## config.mk

```make
export PLATFORM = sky130hd
export DESIGN_NAME = i2c_bus_monitor_flat
export DESIGN_NICKNAME = d
export VERILOG_FILES = /design/src/rtl/i2c_bus_monitor_pkg.sv /design/src/rtl/i2c_bus_monitor_if.sv /design/src/rtl/i2c_bus_monitor_line_edges.sv /design/src/rtl/i2c_bus_monitor.sv /design/src/flat_wrapper.sv
export SDC_FILE = /design/constraint.sdc
export NUM_CORES = 1
export LEC_CHECK = 0
export ABC_AREA = 1
export CORE_MARGIN = 2
export CORE_UTILIZATION = 53
export CTS_CLUSTER_DIAMETER = 200
export DETAILED_ROUTE_END_ITERATION = 16
export PLACE_DENSITY = 0.79
export SLEW_MARGIN = 10
export SYNTH_ARGS = -nofsm -noshare
export SYNTH_HDL_FRONTEND = slang
export SYNTH_SLANG_ARGS = --single-unit
```

## constraint.sdc

```tcl
create_clock -name fastClock -period 2.1 [get_ports fastClock]
set_clock_uncertainty 0.15 [all_clocks]
set_input_delay 0.315 -clock fastClock [delete_from_list [all_inputs] [get_ports fastClock]]
set_output_delay 0.315 -clock fastClock [all_outputs]
set_load 0.03 [all_outputs]
```

## src/rtl/i2c_bus_monitor_pkg.sv

```systemverilog
// Shared definitions for the I2C bus monitor.
//   i2c_state_e   : FSM state encoding (IDLE=0, BITS=1, ACK=2)
//   I2C_BYTE_W    : data bits per I2C byte
//   I2C_LINE_IDLE : released (pulled-up) line level, used as the reset value
//                   of the registered SCL/SDA copies
package i2c_bus_monitor_pkg;

  typedef enum logic [1:0] {
    IDLE = 2'd0,
    BITS = 2'd1,
    ACK  = 2'd2
  } i2c_state_e;

  localparam int   I2C_BYTE_W    = 8;
  localparam logic I2C_LINE_IDLE = 1'b1;

endpackage

```

## src/rtl/i2c_bus_monitor_if.sv

```systemverilog
// Bus-side bundle of the I2C bus monitor.
//   sclDebounced / sdaDebounced : filtered bus lines into the monitor
//   startDet, repStartDet, stopDet, busBusy, byteValid, byteData, ackBit,
//   addrByte, busTimeout        : decoded bus events out of the monitor
// Modports:
//   slave  : the monitor (consumes lines, produces events)
//   master : whoever drives the lines and consumes the events
interface i2c_bus_monitor_if;
  import i2c_bus_monitor_pkg::*;

  logic                  sclDebounced;
  logic                  sdaDebounced;
  logic                  startDet;
  logic                  repStartDet;
  logic                  stopDet;
  logic                  busBusy;
  logic                  byteValid;
  logic [I2C_BYTE_W-1:0] byteData;
  logic                  ackBit;
  logic                  addrByte;
  logic                  busTimeout;

  modport slave (
    input  sclDebounced, sdaDebounced,
    output startDet, repStartDet, stopDet, busBusy, byteValid,
           byteData, ackBit, addrByte, busTimeout
  );

  modport master (
    output sclDebounced, sdaDebounced,
    input  startDet, repStartDet, stopDet, busBusy, byteValid,
           byteData, ackBit, addrByte, busTimeout
  );
endinterface

```

## src/rtl/i2c_bus_monitor_line_edges.sv

```systemverilog
// i2c_line_edges: registers SCL/SDA and flags bus conditions by comparing
// the registered (previous) value with the current input.
// Ports:
//   fastClock, resetN : clock, async active-low reset
//   scl, sda          : filtered bus lines
//   sclRise           : SCL went 0 -> 1
//   startCond         : SDA fell while SCL stayed high
//   stopCond          : SDA rose while SCL stayed high
module i2c_line_edges
  import i2c_bus_monitor_pkg::*;
(
  input  logic fastClock,
  input  logic resetN,
  input  logic scl,
  input  logic sda,
  output logic sclRise,
  output logic startCond,
  output logic stopCond
);

  logic scl_prev;
  logic sda_prev;

  always_ff @(posedge fastClock or negedge resetN) begin
    if (!resetN) begin
      scl_prev <= I2C_LINE_IDLE;
      sda_prev <= I2C_LINE_IDLE;
    end else begin
      scl_prev <= scl;
      sda_prev <= sda;
    end
  end

  // START/STOP require SCL high in both samples, so an SDA change that
  // coincides with an SCL change can only ever count as a rise.
  assign sclRise   = ~scl_prev & scl;
  assign startCond = scl_prev & scl & sda_prev & ~sda;
  assign stopCond  = scl_prev & scl & ~sda_prev & sda;

endmodule

```

## src/rtl/i2c_bus_monitor.sv

```systemverilog
// i2c_bus_monitor: decodes filtered SCL/SDA into START, repeated START, STOP,
// bus-busy and assembled bytes with their ACK bit.
// Ports:
//   fastClock, resetN : clock, async active-low reset
//   bus (slave)       : lines in, registered event outputs out
// Optional stuck-bus timeout: define I2C_BUS_TIMEOUT_EN. Without it no
// counter exists and busTimeout is tied low.
module i2c_bus_monitor
  import i2c_bus_monitor_pkg::*;
#(
  parameter logic [15:0] TIMEOUT_CYCLES = 16'd50000,
  parameter int          TIMEOUT_W      = 16
) (
  input  logic           fastClock,
  input  logic           resetN,
  i2c_bus_monitor_if.slave bus
);

  logic scl_rise, start_cond, stop_cond, timeout_hit;

  i2c_line_edges u_edges (
    .fastClock (fastClock),
    .resetN    (resetN),
    .scl       (bus.sclDebounced),
    .sda       (bus.sdaDebounced),
    .sclRise   (scl_rise),
    .startCond (start_cond),
    .stopCond  (stop_cond)
  );

  i2c_state_e            state_q, state_d;
  logic [3:0]            cnt_q, cnt_d;
  logic [I2C_BYTE_W-1:0] shift_q, shift_d;
  logic                  first_q, first_d;
  logic                  busy_q, busy_d;
  logic                  start_q, start_d, rep_q, rep_d, stop_q, stop_d;
  logic                  valid_q, valid_d, ack_q, ack_d, addr_q, addr_d;
  logic [I2C_BYTE_W-1:0] byte_q, byte_d;
  logic                  tout_q, tout_d;

`ifdef I2C_BUS_TIMEOUT_EN
  logic [TIMEOUT_W-1:0] tout_cnt;

  always_ff @(posedge fastClock or negedge resetN) begin
    if (!resetN)
      tout_cnt <= '0;
    else if (bus.sclDebounced || timeout_hit)
      tout_cnt <= '0;
    else if (busy_q)
      tout_cnt <= tout_cnt + 1'b1;
  end

  assign timeout_hit = busy_q & ~bus.sclDebounced &
                       (tout_cnt == TIMEOUT_W'(TIMEOUT_CYCLES - 16'd1));
`else
  // Keeps the timeout parameters referenced in builds without the counter.
  logic unused_timeout_cfg;
  assign unused_timeout_cfg = ^{TIMEOUT_CYCLES, TIMEOUT_W};
  assign timeout_hit        = 1'b0;
`endif

  always_ff @(posedge fastClock or negedge resetN) begin
    if (!resetN) begin
      state_q <= IDLE;
      cnt_q   <= '0;
      shift_q <= '0;
      first_q <= 1'b0;
      busy_q  <= 1'b0;
      start_q <= 1'b0;
      rep_q   <= 1'b0;
      stop_q  <= 1'b0;
      valid_q <= 1'b0;
      ack_q   <= 1'b0;
      addr_q  <= 1'b0;
      byte_q  <= '0;
      tout_q  <= 1'b0;
    end else begin
      state_q <= state_d;
      cnt_q   <= cnt_d;
      shift_q <= shift_d;
      first_q <= first_d;
      busy_q  <= busy_d;
      start_q <= start_d;
      rep_q   <= rep_d;
      stop_q  <= stop_d;
      valid_q <= valid_d;
      ack_q   <= ack_d;
      addr_q  <= addr_d;
      byte_q  <= byte_d;
      tout_q  <= tout_d;
    end
  end

  // START/STOP need SCL high and timeout needs SCL low, so the first three
  // branches are mutually exclusive; a rise never coincides with START/STOP.
  always_comb begin
    state_d = state_q;
    cnt_d   = cnt_q;
    shift_d = shift_q;
    first_d = first_q;
    busy_d  = busy_q;
    start_d = 1'b0;
    rep_d   = 1'b0;
    stop_d  = 1'b0;
    valid_d = 1'b0;
    ack_d   = ack_q;
    addr_d  = addr_q;
    byte_d  = byte_q;
    tout_d  = tout_q;

    if (stop_cond) begin
      stop_d  = 1'b1;
      busy_d  = 1'b0;
      first_d = 1'b0;
      cnt_d   = '0;
      state_d = IDLE;
    end else if (start_cond) begin
      start_d = 1'b1;
      rep_d   = busy_q;
      busy_d  = 1'b1;
      first_d = 1'b1;
      tout_d  = 1'b0;
      cnt_d   = '0;
      state_d = BITS;
    end else if (timeout_hit) begin
      tout_d  = 1'b1;
      busy_d  = 1'b0;
      first_d = 1'b0;
      cnt_d   = '0;
      state_d = IDLE;
    end else if (scl_rise) begin
      case (state_q)
        BITS: begin
          shift_d = {shift_q[I2C_BYTE_W-2:0], bus.sdaDebounced};
          cnt_d   = cnt_q + 4'd1;
          if (cnt_q == 4'(I2C_BYTE_W - 1))
            state_d = ACK;
        end
        ACK: begin
          ack_d   = bus.sdaDebounced;
          byte_d  = shift_q;
          valid_d = 1'b1;
          addr_d  = first_q;
          first_d = 1'b0;
          cnt_d   = '0;
          state_d = BITS;
        end
        default: ;
      endcase
    end
  end

  assign bus.startDet    = start_q;
  assign bus.repStartDet = rep_q;
  assign bus.stopDet     = stop_q;
  assign bus.busBusy     = busy_q;
  assign bus.byteValid   = valid_q;
  assign bus.byteData    = byte_q;
  assign bus.ackBit      = ack_q;
  assign bus.addrByte    = addr_q;
  assign bus.busTimeout  = tout_q;

endmodule

```

## src/flat_wrapper.sv

```systemverilog
// flat-port wrapper written by rule: the top's interface ports become plain ports
module i2c_bus_monitor_flat import i2c_bus_monitor_pkg::*;
#(
  parameter logic [15:0] TIMEOUT_CYCLES = 16'd50000,
  parameter int          TIMEOUT_W      = 16
)
  (fastClock, resetN, bus_sclDebounced, bus_sdaDebounced, bus_startDet, bus_repStartDet, bus_stopDet, bus_busBusy, bus_byteValid, bus_byteData, bus_ackBit, bus_addrByte, bus_busTimeout);
  i2c_bus_monitor_if bus_i ();
  input  logic fastClock;
  input  logic resetN;
  input wire logic [$bits(bus_i.sclDebounced)-1:0] bus_sclDebounced;
  input wire logic [$bits(bus_i.sdaDebounced)-1:0] bus_sdaDebounced;
  output wire logic [$bits(bus_i.startDet)-1:0] bus_startDet;
  output wire logic [$bits(bus_i.repStartDet)-1:0] bus_repStartDet;
  output wire logic [$bits(bus_i.stopDet)-1:0] bus_stopDet;
  output wire logic [$bits(bus_i.busBusy)-1:0] bus_busBusy;
  output wire logic [$bits(bus_i.byteValid)-1:0] bus_byteValid;
  output wire logic [$bits(bus_i.byteData)-1:0] bus_byteData;
  output wire logic [$bits(bus_i.ackBit)-1:0] bus_ackBit;
  output wire logic [$bits(bus_i.addrByte)-1:0] bus_addrByte;
  output wire logic [$bits(bus_i.busTimeout)-1:0] bus_busTimeout;
  assign bus_i.sclDebounced = bus_sclDebounced;
  assign bus_i.sdaDebounced = bus_sdaDebounced;
  assign bus_startDet = bus_i.startDet;
  assign bus_repStartDet = bus_i.repStartDet;
  assign bus_stopDet = bus_i.stopDet;
  assign bus_busBusy = bus_i.busBusy;
  assign bus_byteValid = bus_i.byteValid;
  assign bus_byteData = bus_i.byteData;
  assign bus_ackBit = bus_i.ackBit;
  assign bus_addrByte = bus_i.addrByte;
  assign bus_busTimeout = bus_i.busTimeout;
  i2c_bus_monitor #(.TIMEOUT_CYCLES(TIMEOUT_CYCLES), .TIMEOUT_W(TIMEOUT_W)) u_core (.fastClock(fastClock), .resetN(resetN), .bus(bus_i));
endmodule
```

==> impl_metrics.prom, run 1 <==
# TYPE chip_impl_metric gauge
chip_impl_metric{name="hold_fix_buffers_at_cts",unit=""} 0
chip_impl_metric{name="final-max-slew-violation-count",unit=""} 0
chip_impl_metric{name="core",unit="um^2"} 2450
chip_impl_metric{name="yosys_register_bits",unit=""} 32
chip_impl_metric{name="synthSimpleGateAreaFrac",unit="%"} 16.6
chip_impl_metric{name="wire_per_inst",unit="um"} 10.8
chip_impl_info{name="synthMostInstantiatedCell",value="sky130_fd_sc_hd__nand2_1"} 1
chip_impl_metric{name="cellLeakagePower",unit="nW"} 0.813
chip_impl_metric{name="clk_pin_slew",unit="ps"} 90
chip_impl_metric{name="std_cell_rows",unit=""} 18
chip_impl_info{name="critPathLaunchType",value="flip-flop"} 1
chip_impl_info{name="run_status",value="finished, final reports clean"} 1
chip_impl_metric{name="first_global_vias",unit=""} 861
chip_impl_metric{name="synthDominantCellAreaShare",unit="%"} 54.9
chip_impl_metric{name="fmaxAchievable",unit="MHz"} 551
chip_impl_metric{name="numPortBuffers",unit=""} 18
chip_impl_metric{name="filler_cell_count",unit=""} 201
chip_impl_metric{name="drt-initial-drc-count",unit=""} 15
chip_impl_metric{name="ir_worst_vdd",unit="mV"} 0.747
chip_impl_metric{name="tns",unit="ps"} 0
chip_impl_metric{name="clock_tree.htree_level_count",unit=""} 2
chip_impl_metric{name="synthMuxAreaShare",unit="%"} 0
chip_impl_metric{name="synth_seq_area_share",unit="%"} 58.7
chip_impl_metric{name="final_antenna_net_count",unit=""} 0
chip_impl_info{name="critical_path.cell_chain",value="clkdlybuf4s50_1"} 1
chip_impl_metric{name="crit_path_max_incr_delay",unit="ps"} 670
chip_impl_metric{name="track_usage",unit="%"} 17.6
chip_impl_metric{name="antenna_cells_inserted",unit=""} 0
chip_impl_info{name="post-synth-top-area-cell",value="sky130_fd_sc_hd__dfrtp_1"} 1
chip_impl_metric{name="post_route_drc_violation_count",unit=""} 0
chip_impl_metric{name="finish.utilization",unit="%"} 66.1
chip_impl_metric{name="numClockSinks",unit=""} 32
chip_impl_info{name="regToRegStartpoint",value="u_core.state_q[1]"} 1
chip_impl_metric{name="die-height",unit="um"} 54.8
chip_impl_metric{name="viasPerCell",unit=""} 4.72
chip_impl_info{name="critPathLaunch",value="u_core.bus.addrByte"} 1
chip_impl_metric{name="yosys.cell_types.count",unit=""} 23
chip_impl_metric{name="finalNetCount",unit=""} 170
chip_impl_metric{name="multi_input_area",unit="um^2"} 442
chip_impl_info{name="clk_root_buffer_cell",value="sky130_fd_sc_hd__clkbuf_4"} 1
chip_impl_metric{name="count_of_max_cap_constraint_violations",unit=""} 0
chip_impl_metric{name="pin_count_of_the_biggest_net_entering_global_routing",unit=""} 33
chip_impl_metric{name="place_congestion",unit=""} 0.825
chip_impl_metric{name="timing.final.crit_period",unit="ps"} 1810
chip_impl_metric{name="cts_setup_buffers",unit=""} 0
chip_impl_metric{name="period_share",unit="%"} 86.4
chip_impl_metric{name="worstSkewPairLatency",unit="ps"} 320
chip_impl_metric{name="hold_violations",unit=""} 0
chip_impl_info{name="postSynth.topFlopCell",value="sky130_fd_sc_hd__dfrtp_1"} 1
chip_impl_info{name="crit_path_top_delay_cell",value="sky130_fd_sc_hd__clkdlybuf4s50_1"} 1
chip_impl_metric{name="clock_path_buffers",unit=""} 2
chip_impl_metric{name="netlist_area",unit="um^2"} 1370
chip_impl_metric{name="path_buf_inv",unit=""} 1
chip_impl_metric{name="synth-compound-area-share",unit="%"} 12.7
chip_impl_metric{name="postSynthNetCount",unit=""} 147
chip_impl_metric{name="cts_inserted_buffers",unit=""} 5
chip_impl_metric{name="arrival",unit="ps"} 1350
chip_impl_info{name="synth_commonest_cells",value="sky130_fd_sc_hd__nand2_1, sky130_fd_sc_hd__dfrtp_1, sky130_fd_sc_hd__inv_1"} 1
chip_impl_info{name="min_path_type",value="in -> async"} 1
chip_impl_metric{name="area_growth_syn_to_layout",unit="%"} 18.6
chip_impl_metric{name="initial_utilization",unit="%"} 55.7
chip_impl_metric{name="synth-async-reset-ratio",unit="%"} 100
chip_impl_metric{name="final-seq-area",unit="um^2"} 803
chip_impl_metric{name="synth.avg_cell_area",unit="um^2"} 9.77
chip_impl_metric{name="synthesis.yosys.warnings",unit=""} 0
chip_impl_info{name="cts_tree",value="yes"} 1
chip_impl_metric{name="routed_via_count",unit=""} 915
chip_impl_metric{name="floorplan.die_area",unit="um^2"} 3000
chip_impl_metric{name="hpwlAfterDp",unit="um"} 1530
chip_impl_metric{name="yosys.area_share.xor_xnor",unit="%"} 0
chip_impl_metric{name="timing.final.setup_violations",unit=""} 0
chip_impl_metric{name="globalRouteOverflowTotal",unit=""} 0
chip_impl_metric{name="drt-pass1-iter-count",unit=""} 4
chip_impl_metric{name="synth_enable_flop_cells",unit=""} 0
chip_impl_info{name="synth_area_leaders",value="sky130_fd_sc_hd__dfrtp_1, sky130_fd_sc_hd__nand2_1, sky130_fd_sc_hd__inv_1"} 1
chip_impl_metric{name="pin_count",unit=""} 20
chip_impl_metric{name="grt_first_pass_wirelength",unit="um"} 3550
chip_impl_metric{name="synth_fa_ha_area_share",unit="%"} 2.74
chip_impl_metric{name="cts_resized",unit=""} 0
chip_impl_metric{name="layout-drive-gt1-share",unit="%"} 13.4
chip_impl_metric{name="required",unit="ps"} 1630
chip_impl_metric{name="netlist_instances",unit=""} 140
chip_impl_info{name="critical-path-top-delay-family",value="buffers and inverters"} 1
chip_impl_metric{name="max_fo_critical_path",unit=""} 2
chip_impl_metric{name="power.density_cell_area",unit="nW/um^2"} 1090
chip_impl_info{name="unrepaired_setup_endpoints_after_global_routing",value="no"} 1
chip_impl_metric{name="routed_wl",unit="um"} 2100
chip_impl_info{name="timing.setup.critical_path_class",value="reg -> out"} 1
chip_impl_metric{name="die_x",unit="um"} 54.8
chip_impl_info{name="synth_top_family_by_area",value="simple AND/OR/NAND/NOR gates"} 1
chip_impl_info{name="worstSetupEndpointType",value="output pin"} 1
chip_impl_metric{name="antenna_violations_before_repair",unit=""} 0
==> area by class of cell <==
| type | count | area share (%) |
|---|---|---|
| timing repair buffer | 19 | 11.6 |
| sequential | 32 | 49.5 |
| multi-input combinational | 81 | 27.2 |
| tap | 30 | 2.31 |
| clock buffer | 8 | 3.63 |
| inverter | 24 | 5.71 |
==> where the power goes <==
| group | total, W | internal, W | switching (W) |
|---|---|---|---|
| Clock | 0.000353 | 0.000165 | 0.000187 |
| Combinational | 0.000594 | 0.000231 | 0.000363 |
| Sequential | 0.000818 | 0.000749 | 0.0000690 |
| Total | 0.00176 | 0.00114 | 0.000620 |
==> cell families after synthesis <==
kind of cell	count (synthesis)
and+or+nand+nor	50
other	1
adders and majority gates	3
buffers and inverters	27
AOI/OAI and AO/OA	27
DFF	32
==> placed cells by master (no fill, tap or decap) <==
master                             n
sky130_fd_sc_hd__nand3b_1          1
sky130_fd_sc_hd__a21o_1            1
sky130_fd_sc_hd__a21oi_1           3
sky130_fd_sc_hd__o21ai_0          13
sky130_fd_sc_hd__nor2_1            5
sky130_fd_sc_hd__clkbuf_4          5
sky130_fd_sc_hd__nand4_1           2
sky130_fd_sc_hd__clkbuf_8          1
sky130_fd_sc_hd__dfrtp_1          30
sky130_fd_sc_hd__nand2_1          34
sky130_fd_sc_hd__nand3_1           3
sky130_fd_sc_hd__inv_4             1
sky130_fd_sc_hd__nor2_4            1
sky130_fd_sc_hd__nor3_1            1
sky130_fd_sc_hd__o21ai_2           9
sky130_fd_sc_hd__nand2_4           1
sky130_fd_sc_hd__buf_4             1
sky130_fd_sc_hd__conb_1            1
sky130_fd_sc_hd__nor3b_1           1
sky130_fd_sc_hd__o31ai_1           1
sky130_fd_sc_hd__ha_1              3
sky130_fd_sc_hd__dfstp_2           2
sky130_fd_sc_hd__clkdlybuf4s50_1  18
sky130_fd_sc_hd__nand3_2           1
sky130_fd_sc_hd__inv_1            23
sky130_fd_sc_hd__clkbuf_1          2
==> metrics by stage <==
stage / cells / power, W / cell area (um^2) / setup slack [ps] / hold WS, ps
after global routing: 194 / 0.00190 / 1620 / 223 / 263
after detailed placement: 186 / 0.00143 / 1560 / 231 / 316
after CTS: 194 / 0.00180 / 1620 / 258 / 228
after floorplan: 140 / 0.00124 / 1370 / 710 / -131
after global placement: 186 / 0.00141 / 1560 / 323 / 304
final: 194 / 0.00176 / 1620 / 285 / 225
==> flip-flops by register name, indices dropped and copies added, names as in the netlist <==
name / flops
u_core.shift_q: 8
u_core.u_edges.scl_prev: 1
u_core.bus.startDet: 1
u_core.first_q: 1
u_core.bus.ackBit: 1
u_core.cnt_q: 4
u_core.state_q: 2
u_core.bus.byteData: 8
u_core.u_edges.sda_prev: 1
u_core.bus.busBusy: 1
u_core.bus.byteValid: 1
u_core.bus.stopDet: 1
u_core.bus.addrByte: 1
u_core.bus.repStartDet: 1
==> worst paths after layout <==
kind,endpoint,slack [ps],cells past startpoint
hold / removal,u_core.bus.byteValid,230,2
hold reg to reg,u_core.bus.byteData[3],330,2
setup / recovery,bus_addrByte,290,1
min in group fastClock,u_core.u_edges.sda_prev,330,1
max in group asynchronous,u_core.u_edges.sda_prev,1250,2
setup reg to reg,u_core.shift_q[3],550,4
==> per-layer routing <==
| layer | global-route usage (%) | vias to the layer above | share of wire [%] |
|---|---|---|---|
| met2 | 28.2 | 15 | 50 |
| met1 | 20.1 | 418 | 45 |
| met5 | 0 | - | 0 |
| li1 | - | 478 | - |
| met4 | 10.0 | 0 | 1.3 |
| met3 | 6.56 | 4 | 4.2 |
(Power assumes the default switching activity.)
==> run 2: changes to the inputs <==
--- a/config.mk
+++ b/config.mk
@@ -10,6 +10,7 @@
 export CORE_UTILIZATION = 53
 export CTS_CLUSTER_DIAMETER = 200
 export DETAILED_ROUTE_END_ITERATION = 16
+export MAX_ROUTING_LAYER = met4
 export PLACE_DENSITY = 0.79
 export SLEW_MARGIN = 10
 export SYNTH_ARGS = -nofsm -noshare
==> impl_metrics.prom, run 2 (synthesized netlist as in run 1, its figures left out) <==
# TYPE chip_impl_metric gauge
chip_impl_info{name="critical-path-top-delay-family",value="buffers and inverters"} 1
chip_impl_metric{name="cts_resized",unit=""} 0
chip_impl_info{name="cts_tree",value="yes"} 1
chip_impl_metric{name="arrival",unit="ps"} 1350
chip_impl_metric{name="max_fo_critical_path",unit=""} 2
chip_impl_metric{name="post-route-worst-setup-slack",unit="ps"} 290
chip_impl_metric{name="floorplan.die_area",unit="um^2"} 3000
chip_impl_metric{name="seq_power_share",unit="%"} 46.4
chip_impl_info{name="most-common-layout-cells",value="sky130_fd_sc_hd__nand2_1, sky130_fd_sc_hd__dfrtp_1, sky130_fd_sc_hd__inv_1, sky130_fd_sc_hd__clkdlybuf4s50_1, sky130_fd_sc_hd__o21ai_0"} 1
chip_impl_metric{name="final_antenna_net_count",unit=""} 0
chip_impl_info{name="worstSetupEndpointType",value="output pin"} 1
chip_impl_metric{name="routed_wl",unit="um"} 2100
chip_impl_metric{name="globalRouteOverflowTotal",unit=""} 0
chip_impl_metric{name="first_global_vias",unit=""} 862
chip_impl_info{name="timing.setup.critical_path_class",value="reg -> out"} 1
chip_impl_metric{name="antenna_violations_before_repair",unit=""} 0
chip_impl_metric{name="power.share.clock",unit="%"} 19.9
chip_impl_metric{name="period_share",unit="%"} 86.2
chip_impl_metric{name="tns",unit="ps"} 0
chip_impl_metric{name="r2r.worst_path.cells",unit=""} 4
chip_impl_metric{name="count_of_max_cap_constraint_violations",unit=""} 0
chip_impl_metric{name="final-seq-area",unit="um^2"} 803
chip_impl_metric{name="crit_path_max_incr_delay",unit="ps"} 670
chip_impl_metric{name="numPortBuffers",unit=""} 18
chip_impl_metric{name="die-height",unit="um"} 54.8
chip_impl_info{name="unrepaired_setup_endpoints_after_global_routing",value="no"} 1
chip_impl_info{name="regToRegStartpoint",value="u_core.state_q[1]"} 1
chip_impl_metric{name="hold_violations",unit=""} 0
chip_impl_metric{name="initial_utilization",unit="%"} 55.7
chip_impl_metric{name="pin_count_of_the_biggest_net_entering_global_routing",unit=""} 33
chip_impl_info{name="crit_path_top_delay_cell",value="sky130_fd_sc_hd__clkdlybuf4s50_1"} 1
chip_impl_metric{name="timing.final.setup_violations",unit=""} 0
chip_impl_metric{name="finalNetCount",unit=""} 170
chip_impl_metric{name="numClockSinks",unit=""} 32
chip_impl_metric{name="netSwitchingFraction",unit="%"} 35.0
chip_impl_metric{name="clk_pin_slew",unit="ps"} 90
chip_impl_metric{name="multi_input_area",unit="um^2"} 442
chip_impl_metric{name="fmaxAchievable",unit="MHz"} 552
chip_impl_info{name="run_status",value="finished, final reports clean"} 1
chip_impl_metric{name="post_route_drc_violation_count",unit=""} 0
chip_impl_metric{name="routed_via_count",unit=""} 918
chip_impl_metric{name="total_power",unit="W"} 0.00176
chip_impl_metric{name="timing.final.crit_period",unit="ps"} 1810
chip_impl_metric{name="grt_first_pass_wirelength",unit="um"} 3540
chip_impl_metric{name="power_report.internal_total",unit="W"} 0.00114
chip_impl_metric{name="die_x",unit="um"} 54.8
chip_impl_metric{name="finish.utilization",unit="%"} 66.1
chip_impl_info{name="clk_root_buffer_cell",value="sky130_fd_sc_hd__clkbuf_4"} 1
chip_impl_metric{name="drt-pass1-iter-count",unit=""} 4
chip_impl_metric{name="layout-drive-gt1-share",unit="%"} 13.4
chip_impl_metric{name="hold_slack",unit="ps"} 229
chip_impl_metric{name="drt-initial-drc-count",unit=""} 14
chip_impl_info{name="critPathLaunchType",value="flip-flop"} 1
chip_impl_metric{name="track_usage",unit="%"} 18.1
chip_impl_metric{name="antenna_cells_inserted",unit=""} 0
chip_impl_metric{name="core",unit="um^2"} 2450
chip_impl_metric{name="wire_per_inst",unit="um"} 10.8
chip_impl_info{name="most_common_cell_after_layout_fill_and_taps_aside",value="sky130_fd_sc_hd__nand2_1"} 1
chip_impl_metric{name="hold_fix_buffers_at_cts",unit=""} 0
chip_impl_metric{name="ir_worst_vdd",unit="mV"} 0.750
chip_impl_metric{name="viasPerCell",unit=""} 4.73
chip_impl_metric{name="clock_path_buffers",unit=""} 2
chip_impl_metric{name="final-max-slew-violation-count",unit=""} 0
chip_impl_metric{name="combPwrFrac",unit="%"} 33.7
chip_impl_metric{name="power_switching",unit="W"} 0.000617
chip_impl_info{name="critical_path.cell_chain",value="clkdlybuf4s50_1"} 1
chip_impl_metric{name="std_cell_rows",unit=""} 18
chip_impl_metric{name="area_growth_syn_to_layout",unit="%"} 18.6
chip_impl_metric{name="pin_count",unit=""} 20
chip_impl_info{name="min_path_type",value="in -> async"} 1
chip_impl_metric{name="clock_tree.htree_level_count",unit=""} 2
chip_impl_metric{name="power.density_cell_area",unit="nW/um^2"} 1090
chip_impl_metric{name="worstSkewPairLatency",unit="ps"} 320
chip_impl_metric{name="hpwlAfterDp",unit="um"} 1530
chip_impl_metric{name="cts_inserted_buffers",unit=""} 5
chip_impl_info{name="timing.rr.end",value="u_core.shift_q[3]"} 1
chip_impl_metric{name="required",unit="ps"} 1630
chip_impl_metric{name="cellLeakagePower",unit="nW"} 0.813
chip_impl_metric{name="place_congestion",unit=""} 0.838
chip_impl_metric{name="filler_cell_count",unit=""} 201
chip_impl_metric{name="path_buf_inv",unit=""} 1
chip_impl_metric{name="cts_setup_buffers",unit=""} 0
chip_impl_metric{name="placement.setup.worst_slack",unit="ps"} 231
chip_impl_metric{name="regToRegSetupSlack",unit="ps"} 540
## run 2: cell type report
| type | instances | area share, % |
|---|---|---|
| clock buffers | 8 | 3.63 |
| well taps | 30 | 2.31 |
| flip-flops and latches | 32 | 49.5 |
| multi-input cells | 81 | 27.2 |
| inverters | 24 | 5.71 |
| repair buffers | 19 | 11.6 |
## run 2: per-layer routing
layer / GRT usage [%] / up-vias / wire length, um
met4: 11.3 / 0 / 13
met3: 5.74 / 2 / 77
met2: 28.2 / 14 / 1060
met1: 20.1 / 422 / 945
li1: - / 480 / -
met5: - / - / 0
## run 2: power by group through the flow
stage          clock [W]  sequential [W]  combinational, W
2_1_floorplan          0        0.000936          0.000302
3_3_place_gp           0        0.000824          0.000586
3_5_place_dp           0        0.000830          0.000603
4_1_cts         0.000372        0.000818          0.000605
5_1_grt         0.000395        0.000832          0.000668
6_report        0.000351        0.000817          0.000594
## run 2: through the flow
step                      instances  area [um^2]
after global placement          186         1560
after CTS                       194         1620
after floorplan                 140         1370
final                           194         1620
after global routing            194         1620
after detailed placement        186         1560
## run 2: worst max-delay path by stage
| stage | from | endpoint | slack, ps | cells past startpoint |
|---|---|---|---|---|
| floorplan | u_core.state_q[0] | u_core.cnt_q[3] | 710 | 7 |
| global placement | bus_sclDebounced | u_core.shift_q[1] | 320 | 3 |
| detailed placement | bus_sclDebounced | u_core.shift_q[3] | 230 | 3 |
| CTS | u_core.bus.addrByte | bus_addrByte | 260 | 1 |
| global route | u_core.bus.byteData[0] | bus_byteData[0] | 220 | 1 |
| finish | u_core.bus.addrByte | bus_addrByte | 290 | 1 |
